[config.mk]
export PLATFORM = sky130hd
export DESIGN_NAME = f1_sequencer
export DESIGN_NICKNAME = d
export VERILOG_FILES = /design/src/rtl/f1_sequencer.sv
export SDC_FILE = /design/constraint.sdc
export NUM_CORES = 1
export LEC_CHECK = 0
export BUFFER_PORTS_ARGS = -buffer_cell sky130_fd_sc_hd__buf_2
export CAP_MARGIN = 10
export CORE_MARGIN = 8
export CORE_UTILIZATION = 54
export DETAILED_ROUTE_END_ITERATION = 8
export GPL_TIMING_DRIVEN = 0
export PLACE_DENSITY = 0.81
export SETUP_SLACK_MARGIN = 0.5
export SLEW_MARGIN = 20
export SYNTH_ARGS = -nofsm -noshare
export SYNTH_HDL_FRONTEND = slang
export SYNTH_SLANG_ARGS = --single-unit
[constraint.sdc]
create_clock -name clk -period 2.1 [get_ports clk]
set_clock_uncertainty 0.05 [all_clocks]
set_input_delay 0.42 -clock clk [delete_from_list [all_inputs] [get_ports clk]]
set_output_delay 0.42 -clock clk [all_outputs]
set_load 0.02 [all_outputs]
[src/rtl/f1_sequencer.sv]
// f1_sequencer -- controller for the F1 start-light FSM.
//
// When it sees a start request it clears the light FSM, then advances it one
// light per tick until all eight lights are lit. It holds them for a
// pseudo-random number of ticks, then sends a ninth advance so the light FSM
// wraps to all-off. From that point it counts clock cycles until the driver
// presses the button.
//
// Parameters:
//   TICK_DIV     clock cycles per light step and per hold unit (>= 2)
//   REACT_W      width of the reaction counter and result
// Ports:
//   clk          system clock, rising edge
//   rst_n        asynchronous active-low reset
//   trigger      start request, level-sampled, honoured only when idle
//   press        driver button, synchronous to clk
//   light_en     one-cycle pulse: advance the light FSM by one state
//   light_clr    one-cycle pulse: clear the light FSM to all-off
//   busy         high whenever a sequence is in progress
//   react_valid  one-cycle pulse; react_time updates in the same cycle
//   react_time   last measured reaction time in cycles, saturating
//   jump_start   one-cycle pulse when an early press aborts a sequence
//
// Build option: define F1_SEQ_JUMP_START_EN to abort the sequence on a press
// during LIGHTS or HOLD. Without it, those presses are ignored and
// jump_start stays 0.
//
// state  | meaning
// IDLE   | waiting for trigger
// LIGHTS | stepping the eight lights on, one per tick
// HOLD   | all lights lit, random hold delay running
// REACT  | lights out, counting cycles until press
module f1_sequencer #(
  parameter int TICK_DIV = 16,
  parameter int REACT_W  = 16
) (
  input  logic               clk,
  input  logic               rst_n,
  input  logic               trigger,
  input  logic               press,
  output logic               light_en,
  output logic               light_clr,
  output logic               busy,
  output logic               react_valid,
  output logic [REACT_W-1:0] react_time,
  output logic               jump_start
);

  localparam int                 TW        = $clog2(TICK_DIV);
  localparam logic [TW-1:0]      TICK_LOAD = TW'(TICK_DIV - 1);
  localparam logic [REACT_W-1:0] RMAX      = '1;

  typedef enum logic [1:0] {
    IDLE   = 2'd0,
    LIGHTS = 2'd1,
    HOLD   = 2'd2,
    REACT  = 2'd3
  } state_t;

  state_t             state_q, state_d;
  logic [TW-1:0]      tcnt_q, tcnt_d;
  logic [3:0]         step_q, step_d;
  logic [6:0]         hcnt_q, hcnt_d;
  logic [REACT_W-1:0] rcnt_q, rcnt_d;
  logic [REACT_W-1:0] react_time_d;
  logic [6:0]         lfsr_q;
  logic               light_en_d, light_clr_d, react_valid_d, busy_d;
  logic               tick;
`ifdef F1_SEQ_JUMP_START_EN
  logic               jump_d;
`endif

  // x^7 + x^6 + 1; a nonzero seed keeps it out of the all-zero lockup state.
  always_ff @(posedge clk or negedge rst_n) begin
    if (!rst_n) lfsr_q <= 7'h01;
    else        lfsr_q <= {lfsr_q[5:0], lfsr_q[6] ^ lfsr_q[5]};
  end

  assign tick = (tcnt_q == '0);

  always_comb begin
    state_d       = state_q;
    tcnt_d        = tcnt_q;
    step_d        = step_q;
    hcnt_d        = hcnt_q;
    rcnt_d        = rcnt_q;
    react_time_d  = react_time;
    light_en_d    = 1'b0;
    light_clr_d   = 1'b0;
    react_valid_d = 1'b0;
`ifdef F1_SEQ_JUMP_START_EN
    jump_d        = 1'b0;
`endif

    unique case (state_q)
      IDLE: begin
        if (trigger) begin
          state_d     = LIGHTS;
          light_clr_d = 1'b1;
          step_d      = 4'd0;
          tcnt_d      = TICK_LOAD;
        end
      end
      LIGHTS: begin
        if (tick) begin
          light_en_d = 1'b1;
          step_d     = step_q + 4'd1;
          tcnt_d     = TICK_LOAD;
          if (step_q == 4'd7) begin
            state_d = HOLD;
            hcnt_d  = lfsr_q;
          end
        end else begin
          tcnt_d = tcnt_q - 1'b1;
        end
      end
      HOLD: begin
        if (tick) begin
          hcnt_d = hcnt_q - 7'd1;
          tcnt_d = TICK_LOAD;
          // The ninth advance wraps the light FSM from all-on to all-off.
          if (hcnt_q == 7'd1) begin
            light_en_d = 1'b1;
            rcnt_d     = '0;
            state_d    = REACT;
          end
        end else begin
          tcnt_d = tcnt_q - 1'b1;
        end
      end
      REACT: begin
        if (press) begin
          // The press cycle itself counts, so the result is rcnt + 1.
          react_time_d  = (rcnt_q == RMAX) ? RMAX : rcnt_q + 1'b1;
          react_valid_d = 1'b1;
          state_d       = IDLE;
        end else if (rcnt_q != RMAX) begin
          rcnt_d = rcnt_q + 1'b1;
        end
      end
      default: state_d = IDLE;
    endcase

`ifdef F1_SEQ_JUMP_START_EN
    // An early press overrides any tick in the same cycle. Clearing the light
    // FSM leaves it all-off, ready for the next start.
    if (press && (state_q == LIGHTS || state_q == HOLD)) begin
      state_d     = IDLE;
      light_en_d  = 1'b0;
      light_clr_d = 1'b1;
      jump_d      = 1'b1;
    end
`endif

    busy_d = (state_d != IDLE);
  end

  always_ff @(posedge clk or negedge rst_n) begin
    if (!rst_n) begin
      state_q     <= IDLE;
      tcnt_q      <= '0;
      step_q      <= '0;
      hcnt_q      <= '0;
      rcnt_q      <= '0;
      react_time  <= '0;
      light_en    <= 1'b0;
      light_clr   <= 1'b0;
      busy        <= 1'b0;
      react_valid <= 1'b0;
    end else begin
      state_q     <= state_d;
      tcnt_q      <= tcnt_d;
      step_q      <= step_d;
      hcnt_q      <= hcnt_d;
      rcnt_q      <= rcnt_d;
      react_time  <= react_time_d;
      light_en    <= light_en_d;
      light_clr   <= light_clr_d;
      busy        <= busy_d;
      react_valid <= react_valid_d;
    end
  end

`ifdef F1_SEQ_JUMP_START_EN
  always_ff @(posedge clk or negedge rst_n) begin
    if (!rst_n) jump_start <= 1'b0;
    else        jump_start <= jump_d;
  end
`else
  assign jump_start = 1'b0;
`endif

endmodule

After elaboration in Yosys (flattened, before gate mapping)

Cells that the tools add are included.

Register bits: 60
Output and inout bits: 21

Add/sub/neg operators: 4
Bitwise operators: 1
Reductions and logical operators: 13
Equality and inequality tests: 14
Muxes and demuxes: 31

Operators by type and width:

| operator                | count |
|---|---|
| $mux W16                | 5 |
| $pmux W16 S2            | 1 |
| $mux W7                 | 3 |
| $add A16 B1 Y16 const B | 1 |
| $eq A16 B16 Y1 const B  | 1 |
| $mux W4                 | 4 |
| $ne A16 B16 Y1 const B  | 1 |
| $pmux W4 S2             | 2 |
| $ne A2 B2 Y1 const B    | 7 |
| $pmux W7 S2             | 1 |
| $mux W2                 | 6 |
| $reduce_bool A2 Y1      | 5 |
| $pmux W2 S4             | 1 |
| $eq A7 B1 Y1 const B    | 1 |
| $mux W1                 | 7 |
| $sub A7 B1 Y7 const B   | 1 |
| $reduce_and A5 Y1       | 1 |
| $add A4 B1 Y4 const B   | 1 |
| $eq A2 B2 Y1 const B    | 2 |
| $eq A4 B3 Y1 const B    | 1 |
| $logic_not A4 Y1        | 1 |
| $reduce_and A2 Y1       | 2 |
| $reduce_and A4 Y1       | 1 |
| $sub A4 B1 Y4 const B   | 1 |
| other kinds (6)         | 6 |

Logic depth before layout (Yosys ltp)

Depth after elaboration: 5
Depth in mapped cells: 8
Gate-level depth less buffers: 6

Least setup slack after synthesis

OpenSTA, ideal clock, no wires.

Path kind: reg-to-reg
Start: register state_q[1]
End: register hcnt_q[6]
Cell stages (with the launch flop): 9
Library setup time: 121 ps
Setup slack: 82 ps
Required time: 1929 ps
Path buffers: 2
Arrival time: 1846 ps
Cells stage by stage: dfrtp_1 -> inv_1 -> ha_1 -> clkbuf_1 -> and4b_1 -> o21ai_0 -> clkbuf_1 -> a21oi_1 -> o22a_1

Longest elaborated chain between the ends: 3
Elaborated cells on any way between the ends: 8

Ends and longest elaborated chain:

| what                                                                | RTL line | RTL |
|---|---|---|
| from (decl)                                                         | 60       | `state_t state_q, state_d;` |
| from (signal assigned)                                              | 171      | `state_q <= state_d;` |
| $eq A2 B1 Y1 or $eq A2 B2 Y1 (tied branches)                        | 95       | `unique case (state_q)` |
| $ne A2 B2 Y1 (no source line) or $reduce_bool A2 Y1 (tied branches) | --       |  |
| $reduce_and A4 Y1 (no source line)                                  | --       |  |
| to (signal assigned)                                                | 174      | `hcnt_q <= hcnt_d;` |
| to (decl)                                                           | 63       | `logic [6:0] hcnt_q, hcnt_d;` |

Parallel ways exist; a longest one is shown, timed or not.
A chain may end at the register's enable or synchronous reset.

Final worst setup path

Start: register state_q[0]
End: register rcnt_q[13]

Longest elaborated chain between the ends: 3
Elaborated cells on any way between the ends: 9

Ends and longest elaborated chain:

| what                                                                | RTL line | RTL |
|---|---|---|
| $eq A2 B2 Y1                                                        | 95       |  |
| $ne A2 B2 Y1 (no source line) or $reduce_bool A2 Y1 (tied branches) | --       |  |
| $reduce_and A5 Y1 (no source line)                                  | --       |  |
| to (signal assigned)                                                | 175      | `rcnt_q <= rcnt_d;` |
| to (decl)                                                           | 64       | `logic [REACT_W-1:0] rcnt_q, rcnt_d;` |

Parallel ways exist; a longest one is shown, timed or not.

==> results.yml <==
synth:
  postSynth.asyncResetShare_pct: 100
  yosys.area_share.xor_xnor_pct: 3.25
  synth.yosys.seq_area_share_pct: 46.5
  ys_warn_count: 0
  postSynthNetCount: 358
  syn-cell-area_mm2: 0.00323
  multiplexer_share_of_the_synthesized_area_pct: 3.17
  synth-edff-count: 0
  avgSynthCellArea_um2: 9.40
  yosys_most_used_dff: "sky130_fd_sc_hd__dfrtp_1"
  synth_compound_area_share_pct: 17.6
  post_synthesis_share_of_cell_area_spent_on_full_adders_half_adders_and_majority_gates_pct: 3.87
  post_synth_and_or_nand_nor_area_fraction_pct: 20.0
  synth_top_family_by_area: "simple AND/OR/NAND/NOR gates"
  synth_seq_cells: 60
  postSynthCellCount: 344
  yosysUniqueCellTypes: 57
setup_path:
  worstSetupStartpointType: "flip-flop"
  critical_path_peak_fanout: 5
  rrSetupSlack_ns: 0.10
  endpoint: "rcnt_q[13]$_DFFE_PN0P_"
  r2r.worst_path.cells: 7
  worst_path_max_delay_cell: "sky130_fd_sc_hd__dfrtp_1"
  end_kind: "flip-flop"
  setup.worst_path.start: "state_q[0]$_DFF_PN0_"
  worstPathArrival_ns: 2.19
  reg_to_reg_start: "state_q[0]$_DFF_PN0_"
  cp_cell_sequence: "inv_2 -> ha_4 -> and4bb_2 -> a31oi_4 -> nor3_4 -> buf_6 -> mux2_4"
  reg2reg_to: "rcnt_q[13]$_DFFE_PN0P_"
  criticalPathCategory: "reg -> reg"
  timing.critical_path.required_ns: 2.29
  worst_path_largest_cell_delay_ns: 0.44
layout:
  layout.cells.most_common_list: "sky130_fd_sc_hd__dfrtp_1, sky130_fd_sc_hd__buf_4, sky130_fd_sc_hd__nand2_1, sky130_fd_sc_hd__nor2_1, sky130_fd_sc_hd__buf_2"
  utilization_pct: 79.5
  post-route-cell-area_mm2: 0.00465
  finalNetCount: 441
  final_common_cell: "sky130_fd_sc_hd__dfrtp_1"
  drive_above_1_share_pct: 44.2
  syn_to_final_growth_pct: 43.8
  antennaDiodeCount: 0
pwr:
  power_density_mw_per_mm2: 919
  power.leakage_nw: 2.01
  vdd.ir_drop.worst_v: 0.000750
timing:
  post-route-min-period_ns: 2.00
  fin_crit_sh_pct: 95.1
  timing_hold_violations_final: 0
  rsz_0062_raised_after_global_routing: "true"
  fin_ws_ns: 0.102
  max_freq_mhz: 501
  maxSlewViolCount: 0
  setup_viol: 0
  slew-limit-headroom_pct: 48.8
  setup_total_negative_slack_ns: 0
  worst-slew-pin-transition_ns: 0.769
global_route:
  grt_overflow_total: 0
  grt_antenna_before_repair: 0
  largest_net_degree_at_the_start_of_global_routing: 61
  grt_pass1_vias: 3009
  overall_track_demand_over_capacity_in_global_routing_pct: 21.3
  grt_first_pass_wirelength_um: 14700
run_status:
  result_of_the_run: "completed"
routing:
  first_iter_violations: 191
  final_antenna_net_count: 0
  detail_route.wirelength_um: 10300
  wl_per_cell_um: 20.4
  dr_total_vias: 3209
  drt_drc_violations_left: 0
  dr.pass1.iters: 5
  route.detailed.vias_per_inst: 6.33
cts:
  ctsLongestPathBuffers: 2
  cts.htree.levels: 3
  path_clk_slew_ns: 0.07
  cts_tree: "done"
  cts_inserted_buffers: 9
  cts_root_buf: "sky130_fd_sc_hd__clkbuf_8"
  cts_num_sinks: 60
  clk_latency_ns: 0.35
worst_hold_path:
  worstHoldPathType: "in -> async"
floorplan:
  initial_core_util_pct: 55.3
  std_cell_rows: 28
  fp.dieW_um: 93.4
  full_die_area_mm2: 0.00872
  ioPinCount: 25
  die_h_um: 93.4
  coreArea_mm2: 0.00585
flow_run:
  cap_violations: 0
placed_design:
  place.detailed.hpwl_um: 5050
  placement.setup.worst_slack_ns: -0.107
  port-buffer-count: 23
  routabilityCongestion: 0.883
  post_dp_cell_area_mm2: 0.00357
[worst min-delay path by stage]
stage / start / to / depth (start not counted)
floorplan: rst_n / busy$_DFF_PN0_ / 0
global placement: lfsr_q[4]$_DFF_PN0_ / lfsr_q[5]$_DFF_PN0_ / 0
detailed placement: lfsr_q[2]$_DFF_PN0_ / lfsr_q[3]$_DFF_PN0_ / 0
CTS: rst_n / react_time[1]$_DFFE_PN0P_ / 1
global route: rst_n / rcnt_q[0]$_DFFE_PN0P_ / 1
finish: rst_n / rcnt_q[0]$_DFFE_PN0P_ / 1
[what timing repair did]
action / CTS / global route
hold endpoints to repair: 0 / 0
hold buffers: 0 / 0
gates resized for setup: 65 / 65
pin swaps: 23 / 18
cloned: 3 / 1
setup endpoints to repair: 51 / 52
setup buffers: 34 / 11
[per-layer routing]
metal  track usage (%)  part of all wire (%)  up-vias
met3              4.49                   8.3       49
met1              24.1                    36     1563
li1                  -                     -     1401
met4              13.2                   4.2        0
met5                 0                     0        -
met2              36.0                    51      196
[power by group]
part	switching, mW	internal [mW]
clock network	0.498	0.540
logic	0.932	0.746
registers	0.170	1.38
[state kept, by name (all words and copies together), names as in the netlist, 2 cells and up]
name,flops
lfsr_q,7
rcnt_q,16
step_q,4
tcnt_q,4
state_q,2
react_time,16
hcnt_q,7
[synth_stat cells, types with 9 or more instances]
| master | n | share of area (%) |
|---|---|---|
| sky130_fd_sc_hd__nand2_1 | 31 | 3.6 |
| sky130_fd_sc_hd__xnor2_1 | 11 | 3.0 |
| sky130_fd_sc_hd__clkbuf_1 | 14 | 1.6 |
| sky130_fd_sc_hd__dfrtp_1 | 59 | 46 |
| sky130_fd_sc_hd__inv_1 | 17 | 2.0 |
| sky130_fd_sc_hd__nand3_1 | 11 | 1.7 |
| sky130_fd_sc_hd__nor3_1 | 9 | 1.4 |
| sky130_fd_sc_hd__o21ai_0 | 17 | 2.6 |
| sky130_fd_sc_hd__nor2_1 | 29 | 3.4 |
| sky130_fd_sc_hd__ha_1 | 10 | 3.9 |
| sky130_fd_sc_hd__a31oi_1 | 15 | 2.9 |
| sky130_fd_sc_hd__a21oi_1 | 20 | 3.1 |
| sky130_fd_sc_hd__o22a_1 | 11 | 3.0 |
[through the flow]
step / hold slack (ns) / power [mW] / std cells
floorplan: 0.0744 / 2.30 / 344
global placement: 0.311 / 2.60 / 442
detailed placement: 0.317 / 2.65 / 442
CTS: 0.112 / 3.92 / 495
global route: 0.154 / 4.46 / 507
finish: 0.0852 / 4.27 / 507
[cell type report]
| class | count | area [um2] |
|---|---|---|
| clock inverter | 7 | 67.6 |
| clock buffer | 9 | 124 |
| fill | 332 | 1200 |
| sequential | 60 | 1500 |
| buffer | 23 | 213 |
| timing repair buffer | 71 | 572 |
| inverter | 18 | 70.1 |
| multi-input combinational | 244 | 2010 |
| tap | 75 | 93.8 |
[kinds of logic after synthesis]
kind of cell | after synthesis
AOI/OAI and AO/OA | 87
xor gates and xnor gates | 12
adders and majority gates | 10
buffers and inverters | 41
DFF | 60
muxes | 9
other | 1
and+or+nand+nor | 124
[worst max-delay path: cells and delay by family (launching register included)]
kind                     cells  cell delay, ns
AND/OR/NAND/NOR              2            0.53
flip-flops                   1            0.44
multiplexers                 1            0.30
buffers and inverters        2            0.29
adder cells (fa/ha/maj)      1            0.14
AO/OA/AOI/OAI                1            0.13
Power figures use the tool's default switching activity.
